`config.mk`:
```
export PLATFORM = sky130hd
export DESIGN_NAME = acc_c_id_tracker
export DESIGN_NICKNAME = d
export VERILOG_FILES = /design/src/rtl/acc_c_id_tracker.sv
export SDC_FILE = /design/constraint.sdc
export NUM_CORES = 1
export LEC_CHECK = 0
export BUFFER_PORTS_ARGS = -buffer_cell sky130_fd_sc_hd__buf_2
export CAP_MARGIN = 20
export CORE_AREA = 2 2 164 166
export DETAILED_ROUTE_END_ITERATION = 7
export DIE_AREA = 0 0 166 168
export GPL_TIMING_DRIVEN = 0
export PLACE_DENSITY = 0.45
export REMOVE_ABC_BUFFERS = 1
export SLEW_MARGIN = 20
export SYNTH_ARGS = -nofsm -noshare
export SYNTH_HDL_FRONTEND = slang
export SYNTH_SLANG_ARGS = --single-unit
```
`constraint.sdc`:
```
create_clock -name clk_i -period 2.4 [get_ports clk_i]
set_clock_uncertainty 0.1 [all_clocks]
set_input_delay 0.36 -clock clk_i [delete_from_list [all_inputs] [get_ports clk_i]]
set_output_delay 0.36 -clock clk_i [all_outputs]
set_load 0.01 [all_outputs]
```
`src/rtl/acc_c_id_tracker.sv`:
```
// acc_c_id_tracker: attaches interconnect transaction IDs to the in-order
// responses of an ID-less accelerator and caps outstanding requests.
// Optional feature macro: ACC_ID_TRACKER_RSP_REG_EN
//   defined   -> one-entry registered response path (1 cycle latency)
//   undefined -> combinational response path
module acc_c_id_tracker #(
  parameter int unsigned DataWidth      = 32,
  parameter int unsigned IdWidth        = 4,
  parameter int unsigned QPayloadWidth  = 128,
  parameter int unsigned MaxOutstanding = 4,
  localparam int unsigned CntWidth      = $clog2(MaxOutstanding + 1)
) (
  input  logic                     clk_i,
  input  logic                     rst_i,
  // request from interconnect
  input  logic                     slv_q_valid_i,
  output logic                     slv_q_ready_o,
  input  logic [IdWidth-1:0]       slv_q_id_i,
  input  logic [QPayloadWidth-1:0] slv_q_payload_i,
  // request to accelerator
  output logic                     acc_q_valid_o,
  input  logic                     acc_q_ready_i,
  output logic [QPayloadWidth-1:0] acc_q_payload_o,
  // response from accelerator
  input  logic                     acc_p_valid_i,
  output logic                     acc_p_ready_o,
  input  logic [DataWidth-1:0]     acc_p_data0_i,
  input  logic [DataWidth-1:0]     acc_p_data1_i,
  input  logic                     acc_p_dual_writeback_i,
  input  logic [4:0]               acc_p_rd_i,
  input  logic                     acc_p_error_i,
  // response to interconnect
  output logic                     slv_p_valid_o,
  input  logic                     slv_p_ready_i,
  output logic [IdWidth-1:0]       slv_p_id_o,
  output logic [DataWidth-1:0]     slv_p_data0_o,
  output logic [DataWidth-1:0]     slv_p_data1_o,
  output logic                     slv_p_dual_writeback_o,
  output logic [4:0]               slv_p_rd_o,
  output logic                     slv_p_error_o,
  // status
  output logic [CntWidth-1:0]      outstanding_o,
  output logic                     proto_err_o
);

  localparam int unsigned PtrWidth = (MaxOutstanding > 1) ? $clog2(MaxOutstanding) : 1;

  logic [IdWidth-1:0]  id_mem [MaxOutstanding];
  logic [PtrWidth-1:0] wptr_q, rptr_q;
  logic [CntWidth-1:0] cnt_q;
  logic                proto_err_q;

  logic full, empty, q_hs, p_hs, orphan, fwd_vld, push, pop;
  logic [IdWidth-1:0] head_id;

  // Circular pointer advance; handles non-power-of-two depths.
  function automatic logic [PtrWidth-1:0] ptr_inc(input logic [PtrWidth-1:0] p);
    return (p == PtrWidth'(MaxOutstanding - 1)) ? '0 : p + PtrWidth'(1);
  endfunction

  // Request side: full is taken from the registered count only, so a
  // retiring response never unblocks a request in the same cycle.
  assign full            = (cnt_q == CntWidth'(MaxOutstanding));
  assign empty           = (cnt_q == '0);
  assign acc_q_valid_o   = slv_q_valid_i & ~full;
  assign slv_q_ready_o   = acc_q_ready_i & ~full;
  assign acc_q_payload_o = slv_q_payload_i;
  assign q_hs            = slv_q_valid_i & slv_q_ready_o;

  // Response side: an orphan has nothing to pair with (empty, no bypass).
  assign orphan  = acc_p_valid_i & empty & ~q_hs;
  assign fwd_vld = acc_p_valid_i & ~orphan;
  assign p_hs    = acc_p_valid_i & acc_p_ready_o;

  // A push and pop on an empty FIFO bypass the storage entirely.
  assign push    = q_hs & ~(empty & p_hs);
  assign pop     = p_hs & ~empty;
  assign head_id = empty ? slv_q_id_i : id_mem[rptr_q];

  // ID storage: data only, no reset needed.
  always_ff @(posedge clk_i) begin
    if (push) id_mem[wptr_q] <= slv_q_id_i;
  end

  // Pointers, outstanding count and sticky protocol error.
  always_ff @(posedge clk_i or posedge rst_i) begin
    if (rst_i) begin
      wptr_q      <= '0;
      rptr_q      <= '0;
      cnt_q       <= '0;
      proto_err_q <= 1'b0;
    end else begin
      if (push) wptr_q <= ptr_inc(wptr_q);
      if (pop)  rptr_q <= ptr_inc(rptr_q);
      case ({push, pop})
        2'b10:   cnt_q <= cnt_q + CntWidth'(1);
        2'b01:   cnt_q <= cnt_q - CntWidth'(1);
        default: cnt_q <= cnt_q;
      endcase
      if (p_hs & orphan) proto_err_q <= 1'b1;
    end
  end

  assign outstanding_o = cnt_q;
  assign proto_err_o   = proto_err_q;

`ifdef ACC_ID_TRACKER_RSP_REG_EN
  logic                 vld_p1;
  logic [IdWidth-1:0]   id_p1;
  logic [DataWidth-1:0] data0_p1, data1_p1;
  logic                 dual_p1, err_p1;
  logic [4:0]           rd_p1;

  assign acc_p_ready_o = ~vld_p1 | slv_p_ready_i;

  // ---- stage p1: one-entry response register, holds while stalled ----
  always_ff @(posedge clk_i or posedge rst_i) begin
    if (rst_i) begin
      vld_p1   <= 1'b0;
      id_p1    <= '0;
      data0_p1 <= '0;
      data1_p1 <= '0;
      dual_p1  <= 1'b0;
      rd_p1    <= '0;
      err_p1   <= 1'b0;
    end else if (acc_p_ready_o) begin
      vld_p1 <= fwd_vld;
      if (fwd_vld) begin
        id_p1    <= head_id;
        data0_p1 <= acc_p_data0_i;
        data1_p1 <= acc_p_data1_i;
        dual_p1  <= acc_p_dual_writeback_i;
        rd_p1    <= acc_p_rd_i;
        err_p1   <= acc_p_error_i;
      end
    end
  end

  assign slv_p_valid_o          = vld_p1;
  assign slv_p_id_o             = id_p1;
  assign slv_p_data0_o          = data0_p1;
  assign slv_p_data1_o          = data1_p1;
  assign slv_p_dual_writeback_o = dual_p1;
  assign slv_p_rd_o             = rd_p1;
  assign slv_p_error_o          = err_p1;
`else
  // Orphans are swallowed here, so they are acknowledged regardless of
  // downstream ready. Outputs are forced to zero while reset is held.
  assign acc_p_ready_o          = slv_p_ready_i | orphan;
  assign slv_p_valid_o          = fwd_vld & ~rst_i;
  assign slv_p_id_o             = rst_i ? '0 : head_id;
  assign slv_p_data0_o          = rst_i ? '0 : acc_p_data0_i;
  assign slv_p_data1_o          = rst_i ? '0 : acc_p_data1_i;
  assign slv_p_dual_writeback_o = ~rst_i & acc_p_dual_writeback_i;
  assign slv_p_rd_o             = rst_i ? '0 : acc_p_rd_i;
  assign slv_p_error_o          = ~rst_i & acc_p_error_i;
`endif

endmodule

```
Word level (Yosys, flattened, before mapping)
Memories as Yosys holds them, arrays and structs flattened.
Cells that the tools add are included.
W data, S select, Z words.
{"block": "classes", "eq_ne": 5, "reduce_logical": 2, "bitwise_logic": 21, "addsub": 4, "muxes": 10}
{"cell": "$mux W32", "count": 2}
{"cell": "$and A1 B1 Y1", "count": 14}
{"cell": "$mux W4", "count": 2}
{"cell": "$eq A2 B2 Y1 const B", "count": 3}
{"cell": "$not A1 Y1", "count": 6}
{"cell": "$pmux W3 S2", "count": 1}
{"cell": "$mux W5", "count": 1}
{"cell": "$add A2 B1 Y2 const B", "count": 2}
{"cell": "$mux W2", "count": 2}
{"cell": "$add A3 B1 Y3 const B", "count": 1}
{"cell": "$eq A3 B3 Y1 const B", "count": 1}
{"cell": "$logic_not A3 Y1", "count": 1}
{"cell": "$sub A3 B1 Y3 const B", "count": 1}
{"cell": "$eq A2 B1 Y1 const B", "count": 1}
{"cell": "$mux W1", "count": 2}
{"cell": "$reduce_bool A2 Y1", "count": 1}
{"cell": "$or A1 B1 Y1", "count": 1}
{"block": "word_totals", "ram_bits": 16, "wordCells": 47, "regBits": 8, "mem_count": 1}
{"memory": "id_mem", "depth": 4, "width": 4, "read_ports": 1, "rd_clocked_by_memory_dff": 0, "write_ports": 1, "line_no": "48", "rtl": "logic [IdWidth-1:0] id_mem [MaxOutstanding];"}

Longest topological paths before layout
{"block": "logic_depth", "depth_word": 13, "depth_mapped": 8, "ltp_nobuf": 8}

Worst setup path after synthesis
OpenSTA, ideal clock, no wires.
{"block": "synth_timing", "kind": "flip-flop to flip-flop", "startpoint": "register cnt_q[0] (netlist: outstanding_o[0])", "endpoint": "register cnt_q[2] (netlist: outstanding_o[2])", "path_stages_with_launch": 9, "path_slack_ns": 0.237, "period_less_slack_ns": 2.163, "arrival_time_ns": 1.932, "cell_sequence": "dfrtp_1 -> or3_4 -> nand3_2 -> inv_1 -> ha_1 -> fa_1 -> xnor2_1 -> nor2_1 -> xor2_1"}
{"block": "synth_between", "word_cells_on_any_way": 21}
{"item": "start, declared", "line_no": "50", "rtl": "logic [CntWidth-1:0] cnt_q;"}
{"item": "start signal, assigned", "line_no": "96", "rtl": "2'b10: cnt_q <= cnt_q + CntWidth'(1);"}
{"item": "start signal, assigned", "line_no": "97", "rtl": "2'b01: cnt_q <= cnt_q - CntWidth'(1);"}
{"item": "start signal, assigned", "line_no": "98", "rtl": "default: cnt_q <= cnt_q;"}
{"item": "$eq A3 B3 Y1", "line_no": "63", "rtl": "assign full = (cnt_q == CntWidth'(MaxOutstanding));"}
{"item": "$not A1 Y1", "line_no": "66", "rtl": "assign slv_q_ready_o = acc_q_ready_i & ~full;"}
{"item": "$and A1 B1 Y1", "line_no": "66"}
{"item": "$and A1 B1 Y1", "line_no": "68", "rtl": "assign q_hs = slv_q_valid_i & slv_q_ready_o;"}
{"item": "$not A1 Y1", "line_no": "71", "rtl": "assign orphan = acc_p_valid_i & empty & ~q_hs;"}
{"item": "$and A1 B1 Y1", "line_no": "71"}
{"item": "$or A1 B1 Y1", "line_no": "149", "rtl": "assign acc_p_ready_o = slv_p_ready_i | orphan;"}
{"item": "$and A1 B1 Y1", "line_no": "73", "rtl": "assign p_hs = acc_p_valid_i & acc_p_ready_o;"}
{"item": "$and A1 B1 Y1 *", "line_no": "77", "rtl": "assign pop = p_hs & ~empty;"}
{"item": "net pop", "line_no": "53", "rtl": "logic full, empty, q_hs, p_hs, orphan, fwd_vld, push, pop;"}
{"item": "$eq A2 B1 Y1 / $eq A2 B2 Y1 (equally long branches)", "line_no": "95", "rtl": "case ({push, pop})"}
{"item": "$pmux W3 S2 / $reduce_bool A2 Y1 (equally long branches)"}
The timed path passes the listed nets; every way through them passes the cells marked *.
A chain may end at the register's enable or synchronous reset.

Worst setup path in the final report
{"block": "layout_timing", "startpoint": "register cnt_q[1] (netlist: outstanding_o[1])", "endpoint": "register cnt_q[2] (netlist: outstanding_o[2])"}
Same word-level chain as after synthesis.

==> flow_metrics.tcl <==
set metrics [dict create \
    syn_to_final_growth_pct 14.5 \
    ir_worst_vdd_v 0.000232 \
    synthMuxAreaShare_pct 5.65 \
    setup_violations 0 \
    wl_met1_um 4660 \
    fin_util_pct 11.3 \
    insertion_delay_ns 0.26 \
    dr.pass1.iters 4 \
    synth_top_family_by_area "buffers and inverters" \
    p_leak_nw 1.37 \
    met2WireLength_um 16900 \
    reg2reg_depth 8 \
    critPathLaunchType "flop" \
    synth-adder-area-share_pct 3.67 \
    antenna_left 0 \
    grt_util_all_layers_pct 21.4 \
    cts_num_sinks 24 \
    maxSlewHeadroom_pct 63.3 \
    yosysSeqAreaShare_pct 26.3 \
    drv_slew 0 \
    cts_made_buffers 3 \
    ctsHoldBuffers 0 \
    cp-end-kind "flop" \
    cp-startpoint "outstanding_o[1]$_DFFE_PP0P_" \
    netlist_area_mm2 0.00259 \
    netlist-cell-type-count 25 \
    fmax_ghz 0.432 \
    synth_top_cell_by_area "buf_4" \
    cp.arrival_ns 2.36 \
    viasPerCell 3.34 \
    fin_hold_ws_ns 0.209 \
    routed_wl_um 31000 \
    ys_warn_count 0 \
    fp.dieW_um 166 \
    drt_iter0_markers 156 \
    reg2reg_from "outstanding_o[1]$_DFFE_PP0P_" \
    synth_area_leaders "buf_4, edfxtp_1, nor2b_1" \
    min_period_ns 2.32 \
    htree_num_levels 1 \
    synth-simple-area-share_pct 21.9 \
    die_area_mm2 0.0279 \
    ys_ff_latch 24 \
    rsz0062_at_grt "yes" \
    pre_cts_ws_ns -0.0325 \
    top_layer "met5" \
    drive_above_1_share_pct 56.7 \
    synth_cells 289 \
    wl_per_cell_um 47.0 \
    setup_slack_ns 0.0841 \
    cts.path.max_buffers 2 \
    critPathKind "flop to flop" \
    coreArea_mm2 0.0264 \
    worst_slew_pin_slew_ns 0.550 \
    clock-root-buffer "clkbuf_16" \
    dp.final_hpwl_um 29100 \
    dp.cells 656 \
    status "complete, no violations" \
    path_max_fanout 6 \
    portBuffers 163 \
    yosys.area.top_type_share_pct 37.1 \
    cts_tree "yes" \
    clk_pin_slew_ns 0.07 \
    hold_viol_final 0 \
    io_pins 420 \
    avgSynthCellArea_um2 8.96 \
    hold_class "primary input to asynchronous set/reset pin" \
    grt_pass1_wl_um 35400 \
    fin_cells 660 \
    max_stage_delay_ns 0.48 \
    antenna_found_initial 0 \
    final_nets 536 \
    grt_max_degree 77 \
    grt_pass1_vias 1932 \
    reg2reg_slack_ns 0.08 \
    met3_length_um 8430 \
    grt_overflow 0 \
    die-height_um 168 \
    diodes 0 \
    cap_violations 0 \
    remaining_drc_errors 0 \
    critPathRequiredTime_ns 2.44 \
    period_share_pct 96.5 \
    p_per_area_mw_per_mm2 666 \
    r2r-end "outstanding_o[2]$_DFFE_PP0P_" \
    slowest_stage "dfrtp_1" \
    synth_compound_area_share_pct 2.17 \
    synth_xor_area_share_pct 1.01 \
    rows 60 \
    via_count 2205 \
    start_util_pct 9.82 \
    nFillCells 3047 \
    gp_congestion 0.937 \
    crit_chain "or3_4 > nand3_2 > inv_1 > ha_1 > fa_1 > xnor2_1 > nor2_1 > xor2_1" \
]
==> power by group <==
part | switching (mW) | internal, mW | leakage, nW | total [mW]
Sequential | 0.151 | 0.544 | 0.236 | 0.695
Clock | 0.158 | 0.332 | 0.0511 | 0.490
Combinational | 0.393 | 0.397 | 1.08 | 0.790
Total | 0.702 | 1.27 | 1.37 | 1.98
==> synthesized netlist by cell type, drive strengths merged <==
| library cell | n |
|---|---|
| xor2 | 1 |
| nand2 | 10 |
| mux2 | 5 |
| ha | 6 |
| nor3 | 1 |
| nand3 | 2 |
| buf | 130 |
| edfxtp | 16 |
| mux4 | 4 |
| fa | 1 |
| xnor2 | 2 |
| and2 | 4 |
| inv | 5 |
| a21boi | 2 |
| nor2b | 71 |
| or2b | 2 |
| nor2 | 4 |
| clkbuf | 7 |
| or3 | 1 |
| dfrtp | 8 |
| a21oi | 6 |
| a21o | 1 |
==> registers in the layout, indices dropped and copies added (netlist names) <==
signal         cells
outstanding_o      3
rptr_q             2
wptr_q             2
id_mem            16
proto_err_o        1
==> layout make-up <==
type                            count  area (um2)  area share, %
Tap cell                          341         427           14.4
Clock buffer                        3        75.1           2.53
Inverter                            5        18.8          0.633
Clock inverter                      1        30.0           1.01
Timing Repair Buffer              163         822           27.7
Sequential cell                    24         682           23.0
Multi-Input combinational cell    123         911           30.7
==> worst max path at each step <==
stage / to / slack (ns) / depth (start not counted)
finish: outstanding_o[2]$_DFFE_PP0P_ / 0.08 / 8
global route: outstanding_o[2]$_DFFE_PP0P_ / -0.02 / 8
CTS: slv_p_id_o[1] / 0.006 / 4
detailed placement: slv_p_id_o[1] / -0.03 / 4
global placement: slv_p_valid_o / -0.41 / 5
floorplan: outstanding_o[2]$_DFFE_PP0P_ / 0.24 / 8
==> through the flow <==
stage | cell area, um2 | TNS (ns) | power, mW
3_5_place_dp | 2840 | -0.0676 | 1.48
6_report | 2970 | 0 | 1.98
4_1_cts | 2950 | 0 | 1.97
5_1_grt | 2970 | -0.0193 | 2.10
3_3_place_gp | 2830 | -0.428 | 1.47
2_1_floorplan | 1590 | 0 | 1.11
==> critical path: cells and delay by family, from the launching register on <==
family,cells,cell delay (ns)
and+or+nand+nor,3,0.67
xor gates and xnor gates,2,0.28
DFF,1,0.48
buffers and inverters,1,0.06
adders and majority gates,2,0.60
==> cell families after synthesis <==
logic type / after synthesis
AO/OA/AOI/OAI: 9
AND/OR/NAND/NOR: 95
multiplexers: 9
flip-flops: 24
buffers and inverters: 142
XOR/XNOR: 3
adder cells (fa/ha/maj): 7
==> cell usage in the layout, fill, tap and decap left out, types with 2 or more instances in the layout <==
master     instances
a21boi_0           2
buf_2            162
mux2_2             5
clkbuf_16          3
nand2_1           10
or2b_1             2
nor2_1             4
nor2b_1           71
dfrtp_1            7
xnor2_1            2
ha_1               6
a21oi_1            5
edfxtp_1          16
mux4_2             4
and2_1             4
inv_1              5
==> what timing repair did <==
action | 4_1_cts | 5_1_grt
setup buffers | 0 | 0
resized for setup | 1 | 4
setup endpoints to repair | 6 | 5
cloned | 0 | 0
==> metal layers <==
metal	track usage [%]	vias up
li1	-	835
met1	9.12	939
met2	41.6	393
met3	27.5	30
met4	4.99	8
met5	7.83	-
(Power assumes the default switching activity.)
